--- src/rtl/div_sequencer_32.sv ---
// ---------------------------------------------------------------------------
// div_sequencer_32
//
// Sequential signed 32-bit divider. One combinational non-restoring array
// stage (array_division_block_8x32) resolves 8 quotient bits. The sequencer
// runs that stage four times, most significant dividend byte first, and then
// fixes up the remainder and the signs.
//
// Sequence for one operation (start sampled at edge N):
//   IDLE -(N)-> PREP -(N+1)-> ITER x4 -(N+5)-> FIX -(N+6)-> DONE -(N+7)-> IDLE
//   out_busy is high while the FSM is outside IDLE (cycles after N..N+6).
//   out_done is a registered pulse for the single cycle after edge N+7.
//
// Handshake: in_start is a request qualified only in IDLE. Any request seen
// in another state, including DONE, is dropped; the requester simply holds
// or re-raises in_start. Operands are captured on the accepting edge, so the
// inputs may change freely afterwards. Results are registered at the DONE
// edge and held until the next DONE edge.
//
// Optional feature (macro DIV_BY_ZERO_DETECT_EN):
//   defined   - a zero divisor is seen in PREP, the array passes and FIX are
//               skipped (DONE follows PREP), quotient = 0xFFFFFFFF,
//               remainder = dividend, out_div_zero = 1.
//   undefined - no detection; a zero divisor runs the full sequence, results
//               are meaningless, out_div_zero is tied to 0.
//
// Ports:
//   in_clk         clock, rising edge
//   in_reset       asynchronous active-high reset
//   in_start       operation request
//   in_dividend    signed dividend
//   in_divisor     signed divisor
//   out_busy       operation in progress
//   out_done       one-cycle completion pulse
//   out_quotient   signed quotient (truncated toward zero)
//   out_remainder  signed remainder (sign of the dividend)
//   out_div_zero   divisor-zero flag, valid with out_done
//   out_dbg_state  current FSM state encoding (debug/observability)
// ---------------------------------------------------------------------------

// ---------------------------------------------------------------------------
// array_division_block_8x32
//
// Eight rows of non-restoring division on unsigned 32-bit magnitudes.
// The partial remainder entering the block is a 32-bit two's-complement value
// whose magnitude never exceeds the divisor. Only its low 31 bits travel in
// in_x; the sign bit is implied by in_mode (1 = previous remainder was
// non-negative, 0 = negative), which is exactly the last quotient bit of the
// previous pass (or 1 before the first pass, when the remainder is zero).
//
// Ports:
//   in_x          {partial remainder[30:0], next 8 dividend bits}
//   in_y          divisor magnitude
//   in_mode       1: first row subtracts, 0: first row adds
//   out_result    partial remainder after 8 rows (two's complement)
//   out_quotient  8 quotient bits, MSB first
// ---------------------------------------------------------------------------
module array_division_block_8x32 (
  input  logic [38:0] in_x,
  input  logic [31:0] in_y,
  input  logic        in_mode,
  output logic [31:0] out_result,
  output logic [7:0]  out_quotient
);

  // 34 bits cover 2*r + bit for r in [-2^31, 2^31-1] plus/minus a divisor
  // of up to 2^31 without overflow.
  logic [33:0] row_r [0:8];
  logic [33:0] row_p [0:7];
  logic [33:0] y_ext;

  assign y_ext = {2'b00, in_y};

  // Rebuild the full signed remainder: sign = ~in_mode.
  assign row_r[0] = {{3{~in_mode}}, in_x[38:8]};

  for (genvar g = 0; g < 8; g++) begin : g_row
    // Shift in the next dividend bit, MSB of the chunk first.
    assign row_p[g] = {row_r[g][32:0], in_x[7-g]};
    // Non-negative remainder subtracts the divisor, negative one adds it.
    assign row_r[g+1] = row_r[g][33] ? (row_p[g] + y_ext) : (row_p[g] - y_ext);
    assign out_quotient[7-g] = ~row_r[g+1][33];
  end

  assign out_result = row_r[8][31:0];

endmodule

module div_sequencer_32 (
  input  logic        in_clk,
  input  logic        in_reset,
  input  logic        in_start,
  input  logic [31:0] in_dividend,
  input  logic [31:0] in_divisor,
  output logic        out_busy,
  output logic        out_done,
  output logic [31:0] out_quotient,
  output logic [31:0] out_remainder,
  output logic        out_div_zero,
  output logic [2:0]  out_dbg_state
);

  typedef enum logic [2:0] {
    S_IDLE = 3'd0,
    S_PREP = 3'd1,
    S_ITER = 3'd2,
    S_FIX  = 3'd3,
    S_DONE = 3'd4
  } state_t;

  state_t state_q, state_d;

  // Captured operands (signed, as presented).
  logic [31:0] dvd_q, dvd_d;
  logic [31:0] dvs_q, dvs_d;
  // Working magnitudes; dmag shifts left one byte per pass.
  logic [31:0] dmag_q, dmag_d;
  logic [31:0] ymag_q, ymag_d;
  // Partial remainder and quotient accumulator.
  logic [31:0] rem_q, rem_d;
  logic [31:0] quo_q, quo_d;
  // Array first-row mode for the next pass.
  logic        mode_q, mode_d;
  logic [1:0]  pass_q, pass_d;
  // Registered results.
  logic [31:0] quotient_q, quotient_d;
  logic [31:0] remainder_q, remainder_d;
  logic        div_zero_q, div_zero_d;
  logic        done_q, done_d;
  logic        dz_q, dz_d;

  // Array stage connections.
  logic [38:0] arr_x;
  logic [31:0] arr_result;
  logic [7:0]  arr_quotient;

  logic [31:0] quo_signed;
  logic [31:0] rem_signed;

  assign arr_x = {rem_q[30:0], dmag_q[31:24]};

  array_division_block_8x32 u_array (
    .in_x         (arr_x),
    .in_y         (ymag_q),
    .in_mode      (mode_q),
    .out_result   (arr_result),
    .out_quotient (arr_quotient)
  );

  // -------------------------------------------------------------------------
  // FSM: state register
  // -------------------------------------------------------------------------
  always_ff @(posedge in_clk or posedge in_reset) begin
    if (in_reset) begin
      state_q <= S_IDLE;
    end else begin
      state_q <= state_d;
    end
  end

  // -------------------------------------------------------------------------
  // FSM: next state
  // -------------------------------------------------------------------------
  always_comb begin
    state_d = state_q;
    case (state_q)
      S_IDLE: if (in_start) state_d = S_PREP;
`ifdef DIV_BY_ZERO_DETECT_EN
      S_PREP: state_d = (dvs_q == 32'd0) ? S_DONE : S_ITER;
`else
      S_PREP: state_d = S_ITER;
`endif
      S_ITER: if (pass_q == 2'd3) state_d = S_FIX;
      S_FIX:  state_d = S_DONE;
      S_DONE: state_d = S_IDLE;
      default: state_d = S_IDLE;
    endcase
  end

  // -------------------------------------------------------------------------
  // FSM: outputs
  // -------------------------------------------------------------------------
  always_comb begin
    out_busy      = (state_q != S_IDLE);
    out_dbg_state = state_q;
  end

  assign out_done      = done_q;
  assign out_quotient  = quotient_q;
  assign out_remainder = remainder_q;
  assign out_div_zero  = div_zero_q;

  // Final sign application; the magnitude of -2^31 / -1 is 2^31, which
  // wraps to 0x80000000 without any special handling.
  assign quo_signed = (dvd_q[31] ^ dvs_q[31]) ? (32'd0 - quo_q) : quo_q;
  assign rem_signed = dvd_q[31] ? (32'd0 - rem_q) : rem_q;

  // -------------------------------------------------------------------------
  // Datapath next state
  // -------------------------------------------------------------------------
  always_comb begin
    dvd_d       = dvd_q;
    dvs_d       = dvs_q;
    dmag_d      = dmag_q;
    ymag_d      = ymag_q;
    rem_d       = rem_q;
    quo_d       = quo_q;
    mode_d      = mode_q;
    pass_d      = pass_q;
    quotient_d  = quotient_q;
    remainder_d = remainder_q;
    div_zero_d  = div_zero_q;
    done_d      = 1'b0;
    dz_d        = dz_q;

    case (state_q)
      S_IDLE: begin
        if (in_start) begin
          dvd_d = in_dividend;
          dvs_d = in_divisor;
        end
      end
      S_PREP: begin
        dmag_d = dvd_q[31] ? (32'd0 - dvd_q) : dvd_q;
        ymag_d = dvs_q[31] ? (32'd0 - dvs_q) : dvs_q;
        rem_d  = 32'd0;
        quo_d  = 32'd0;
        mode_d = 1'b1;
        pass_d = 2'd0;
`ifdef DIV_BY_ZERO_DETECT_EN
        dz_d   = (dvs_q == 32'd0);
`else
        dz_d   = 1'b0;
`endif
      end
      S_ITER: begin
        rem_d  = arr_result;
        quo_d  = {quo_q[23:0], arr_quotient};
        mode_d = arr_quotient[0];
        dmag_d = {dmag_q[23:0], 8'd0};
        pass_d = pass_q + 2'd1;
      end
      S_FIX: begin
        // Non-restoring leaves a negative remainder one divisor short.
        if (rem_q[31]) rem_d = rem_q + ymag_q;
      end
      S_DONE: begin
        done_d = 1'b1;
`ifdef DIV_BY_ZERO_DETECT_EN
        if (dz_q) begin
          quotient_d  = 32'hFFFF_FFFF;
          remainder_d = dvd_q;
          div_zero_d  = 1'b1;
        end else begin
          quotient_d  = quo_signed;
          remainder_d = rem_signed;
          div_zero_d  = 1'b0;
        end
`else
        quotient_d  = quo_signed;
        remainder_d = rem_signed;
        div_zero_d  = dz_q;
`endif
      end
      default: ;
    endcase
  end

  // -------------------------------------------------------------------------
  // Datapath registers
  // -------------------------------------------------------------------------
  always_ff @(posedge in_clk or posedge in_reset) begin
    if (in_reset) begin
      dvd_q       <= 32'd0;
      dvs_q       <= 32'd0;
      dmag_q      <= 32'd0;
      ymag_q      <= 32'd0;
      rem_q       <= 32'd0;
      quo_q       <= 32'd0;
      mode_q      <= 1'b1;
      pass_q      <= 2'd0;
      quotient_q  <= 32'd0;
      remainder_q <= 32'd0;
      div_zero_q  <= 1'b0;
      done_q      <= 1'b0;
      dz_q        <= 1'b0;
    end else begin
      dvd_q       <= dvd_d;
      dvs_q       <= dvs_d;
      dmag_q      <= dmag_d;
      ymag_q      <= ymag_d;
      rem_q       <= rem_d;
      quo_q       <= quo_d;
      mode_q      <= mode_d;
      pass_q      <= pass_d;
      quotient_q  <= quotient_d;
      remainder_q <= remainder_d;
      div_zero_q  <= div_zero_d;
      done_q      <= done_d;
      dz_q        <= dz_d;
    end
  end

endmodule

--- config.mk ---
export PLATFORM = sky130hd
export DESIGN_NAME = div_sequencer_32
export DESIGN_NICKNAME = d
export VERILOG_FILES = /design/src/rtl/div_sequencer_32.sv
export SDC_FILE = /design/constraint.sdc
export NUM_CORES = 2
export LEC_CHECK = 0
export ABC_AREA = 1
export CORE_UTILIZATION = 30
export CTS_BUF_LIST = sky130_fd_sc_hd__clkbuf_4 sky130_fd_sc_hd__clkbuf_8 sky130_fd_sc_hd__clkbuf_16
export DETAILED_ROUTE_END_ITERATION = 6
export DONT_BUFFER_PORTS = 1
export HOLD_SLACK_MARGIN = 0.12
export PLACE_DENSITY = 0.46
export SETUP_SLACK_MARGIN = 0.1
export SLEW_MARGIN = 20
export SYNTH_ARGS = -nofsm -noshare
export SYNTH_HDL_FRONTEND = slang
export SYNTH_HIERARCHICAL = 1
export SYNTH_SLANG_ARGS = --single-unit
--- constraint.sdc ---
create_clock -name in_clk -period 18.85 [get_ports in_clk]
set_input_delay 3.77 -clock in_clk [delete_from_list [all_inputs] [get_ports in_clk]]
set_output_delay 3.77 -clock in_clk [all_outputs]
set_load 0.005 [all_outputs]
==> results.sh <==
export IMPL_outcome="finished with violations"
export IMPL_violations="setup timing"
export IMPL_portBuffers=0
export IMPL_grt_util_all_layers=0.2521
export IMPL_slew_headroom=0.3302
export IMPL_max_cap_violations=0
export IMPL_hold_depth=1
export IMPL_layout_setup_ws_ns=-0.8735
export IMPL_place_congestion=0.9205
export IMPL_cts_tree="yes"
export IMPL_cpMostUsedCell="buf_4"
export IMPL_crit_slowest_cell="dfrtp_2"
export IMPL_drt_total_wl_um=139600
export IMPL_finalCritPeriodShare=1.046
export IMPL_area_growth_pct=45.21
export IMPL_synthDistinctLibCells=63
export IMPL_h_tree_depth=1
export IMPL_crit_fanout=13
export IMPL_io_pins=137
export IMPL_drt_iter0_drc=2853
export IMPL_reg2regPathDepth=149
export IMPL_cts_made_buffers=30
export IMPL_worst_slew_pin_slew_ns=1.005
export IMPL_nets=6422
export IMPL_worstHoldPathType="reg2reg"
export IMPL_critPathKind="reg2reg"
export IMPL_finalSetupViolCount=25
export IMPL_timing_critical_path_from_type="register"
export IMPL_clock_sinks=263
export IMPL_first_pass_iters=5
export IMPL_start_util=0.3035
export IMPL_fmax_mhz=50.70
export IMPL_place_hpwl_um=110200
export IMPL_dp_cells=7216
export IMPL_ys_warnings_count=6
export IMPL_ys_flop_type="dfrtp_1"
export IMPL_rr_endpoint="rem_q[31]"
export IMPL_reg2reg_slack_ns=-0.87
export IMPL_fp_dieW_um=326.3
export IMPL_drcViolationCount=0
export IMPL_rsz0062_at_grt="true"
export IMPL_clock_latency_ns=0.61
export IMPL_ant_nets=0
export IMPL_cp_required_ns=19.28
export IMPL_syn_num_nets=5300
export IMPL_maxSlewViolCount=0
export IMPL_clk_pin_slew_ns=0.06
export IMPL_grt_max_degree=133
export IMPL_fillerInstances=11000
export IMPL_num_rows=118
export IMPL_layout_cells_non_filler=7450
export IMPL_skew_ns=0.03892
export IMPL_antenna_found_initial=1
export IMPL_crit_path_end_kind="register"
export IMPL_finalHoldViolCount=0
export IMPL_min_delay_start="dmag_q[6]"
export IMPL_ys_seq_elements=263
export IMPL_hold_buffers=0
export IMPL_dpl_instance_area_sq_mm=0.04099
export IMPL_seq_area_frac_synth=0.2087
export IMPL_synth_edf_count=0
export IMPL_cts_root_buffer="clkbuf_16"
export IMPL_grt_pass1_wl_um=207700
export IMPL_avgSynthCellArea_sq_um=6.406
export IMPL_stdcell_area_sq_mm=0.04580
export IMPL_grt_pass1_vias=35130
export IMPL_synthCells=4924
export IMPL_die_h_um=326.3
export IMPL_netlist_area_sq_mm=0.03154
export IMPL_cpPeakStageDelay_ns=0.42
export IMPL_vias=36890
export IMPL_drive_gt1_frac=0.3017
export IMPL_clock_path_buffers=3
export IMPL_grt_ovfl_total=0
export IMPL_core_sq_mm=0.1039
export IMPL_die_area_sq_mm=0.1064
export IMPL_wl_per_cell_um=18.74
export IMPL_critPathArrivalTime_ns=20.15
export IMPL_period_needed_ns=19.72
export IMPL_hold_end="dmag_q[6]"
export IMPL_vias_per_cell=4.952
export IMPL_r2r_start="ymag_q[1]"
export IMPL_postSynth_asyncResetShare=1.000
## how the worst max path moves through the flow
stage / to / depth (start not counted) / startpoint / slack [ns]
3_3_place_gp: rem_q[31] / 137 / ymag_q[4] / -1.64
5_1_grt: rem_q[30] / 151 / ymag_q[1] / -2.01
4_1_cts: rem_q[31] / 143 / ymag_q[1] / -0.53
3_5_place_dp: rem_q[31] / 139 / ymag_q[5] / -1.74
2_1_floorplan: rem_q[30] / 146 / ymag_q[0] / 0.10
6_report: rem_q[31] / 149 / ymag_q[1] / -0.87
## metal layers
layer  GRT usage  wire length (um)  vias up
met5           0                 0        -
met2      0.4292             65570      867
met4     0.05797              3952        0
met3     0.01797              6608      184
li1            -                 -    18640
met1      0.3458             63520    17200
## placed cells by master, fill, tap and decap left out, drive strengths merged, types with 9 or more instances in the layout
cell	count
a21boi	11
a21o	21
a21oi	394
a22oi	23
a31oi	40
buf	1231
clkbuf	42
clkinv	16
dfrtp	262
fa	9
ha	300
inv	497
mux2	10
nand2	1414
nand3	306
nand3b	17
nand4	40
nor2	424
nor3	43
nor4	10
o211ai	12
o21ai	491
o21bai	13
o22ai	26
o31ai	20
or2	11
xnor2	118
xor2	210
## state kept, by name, indices dropped and copies added, names as in the netlist
register / cells
dvs_q: 32
out_quotient: 32
out_dbg_state: 3
mode_q: 1
pass_q: 2
out_remainder: 32
dmag_q: 32
out_done: 1
quo_q: 32
ymag_q: 32
dvd_q: 32
rem_q: 32
## area by class of cell
cell class	count	area, sq um	area share
clock inverters	17	245.2	0.005354
repair buffers	1235	9807	0.2141
multi-input cells	4013	24650	0.5381
clock buffers	38	860.8	0.01879
inverters	503	1924	0.04201
diodes	1	2.502	0.00005463
well taps	1380	1727	0.03770
flip-flops and latches	263	6588	0.1438
## through the flow
step | TNS (ns) | hold slack (ns) | util | setup slack, ns
after floorplan | 0 | 0.4498 | - | 0.1033
after global placement | -27.71 | 0.4718 | 0.3944 | -1.640
after detailed placement | -31.29 | 0.4907 | 0.3944 | -1.740
after CTS | -5.138 | 0.4943 | 0.4228 | -0.5348
after global routing | -46.09 | 0.5269 | 0.4406 | -2.009
final | -13.44 | 0.4996 | 0.4407 | -0.8735
## what timing repair did
item	CTS	global route
pin swaps	157	239
gates resized for setup	276	383
setup buffers	110	58
gates cloned	9	4
endpoints found under the setup margin	33	34
## critical path: cells and delay by family, from the launching register on
kind,cells,cell delay (ns)
compound gates,28,3.63
xor+xnor,4,0.73
buf+inv,55,6.57
flops,1,0.42
simple gates,55,6.30
fa+ha+maj,7,1.86
## cell families (layout without fill, tap and decap cells)
family | count (synthesis) | count (layout) | synth area share
and+or+nand+nor | 2270 | 2271 | 0.2986
AOI/OAI and AO/OA | 1094 | 1094 | 0.1925
buffers and inverters | 649 | 1793 | 0.08052
xor gates and xnor gates | 328 | 328 | 0.09131
adders and majority gates | 309 | 309 | 0.1247
DFF | 263 | 263 | 0.2087
muxes | 10 | 10 | 0.003570
other | 1 | 2 | 0.0001189
## synthesized netlist by cell type (all sizes together), types with 12 or more instances
master	instances	area, sq um
a21o	21	157.7
a21oi	394	1972
a22oi	23	172.7
a31oi	40	250.2
buf	57	317.8
clkbuf	89	334.1
dfrtp	262	6556
ha	300	3754
inv	498	1869
nand2	1413	5381
nand3	306	1597
nand3b	17	127.6
nand4	40	250.2
nor2	424	1654
nor3	43	236.5
o211ai	12	90.09
o21ai	491	2566
o21bai	13	97.59
o22ai	26	162.7
o31ai	20	150.1
xnor2	118	1041
xor2	210	1839
Power is left out: the tool's default activity adds up to more than one toggle a clock period on the data nets, which glitch-free logic cannot reach.
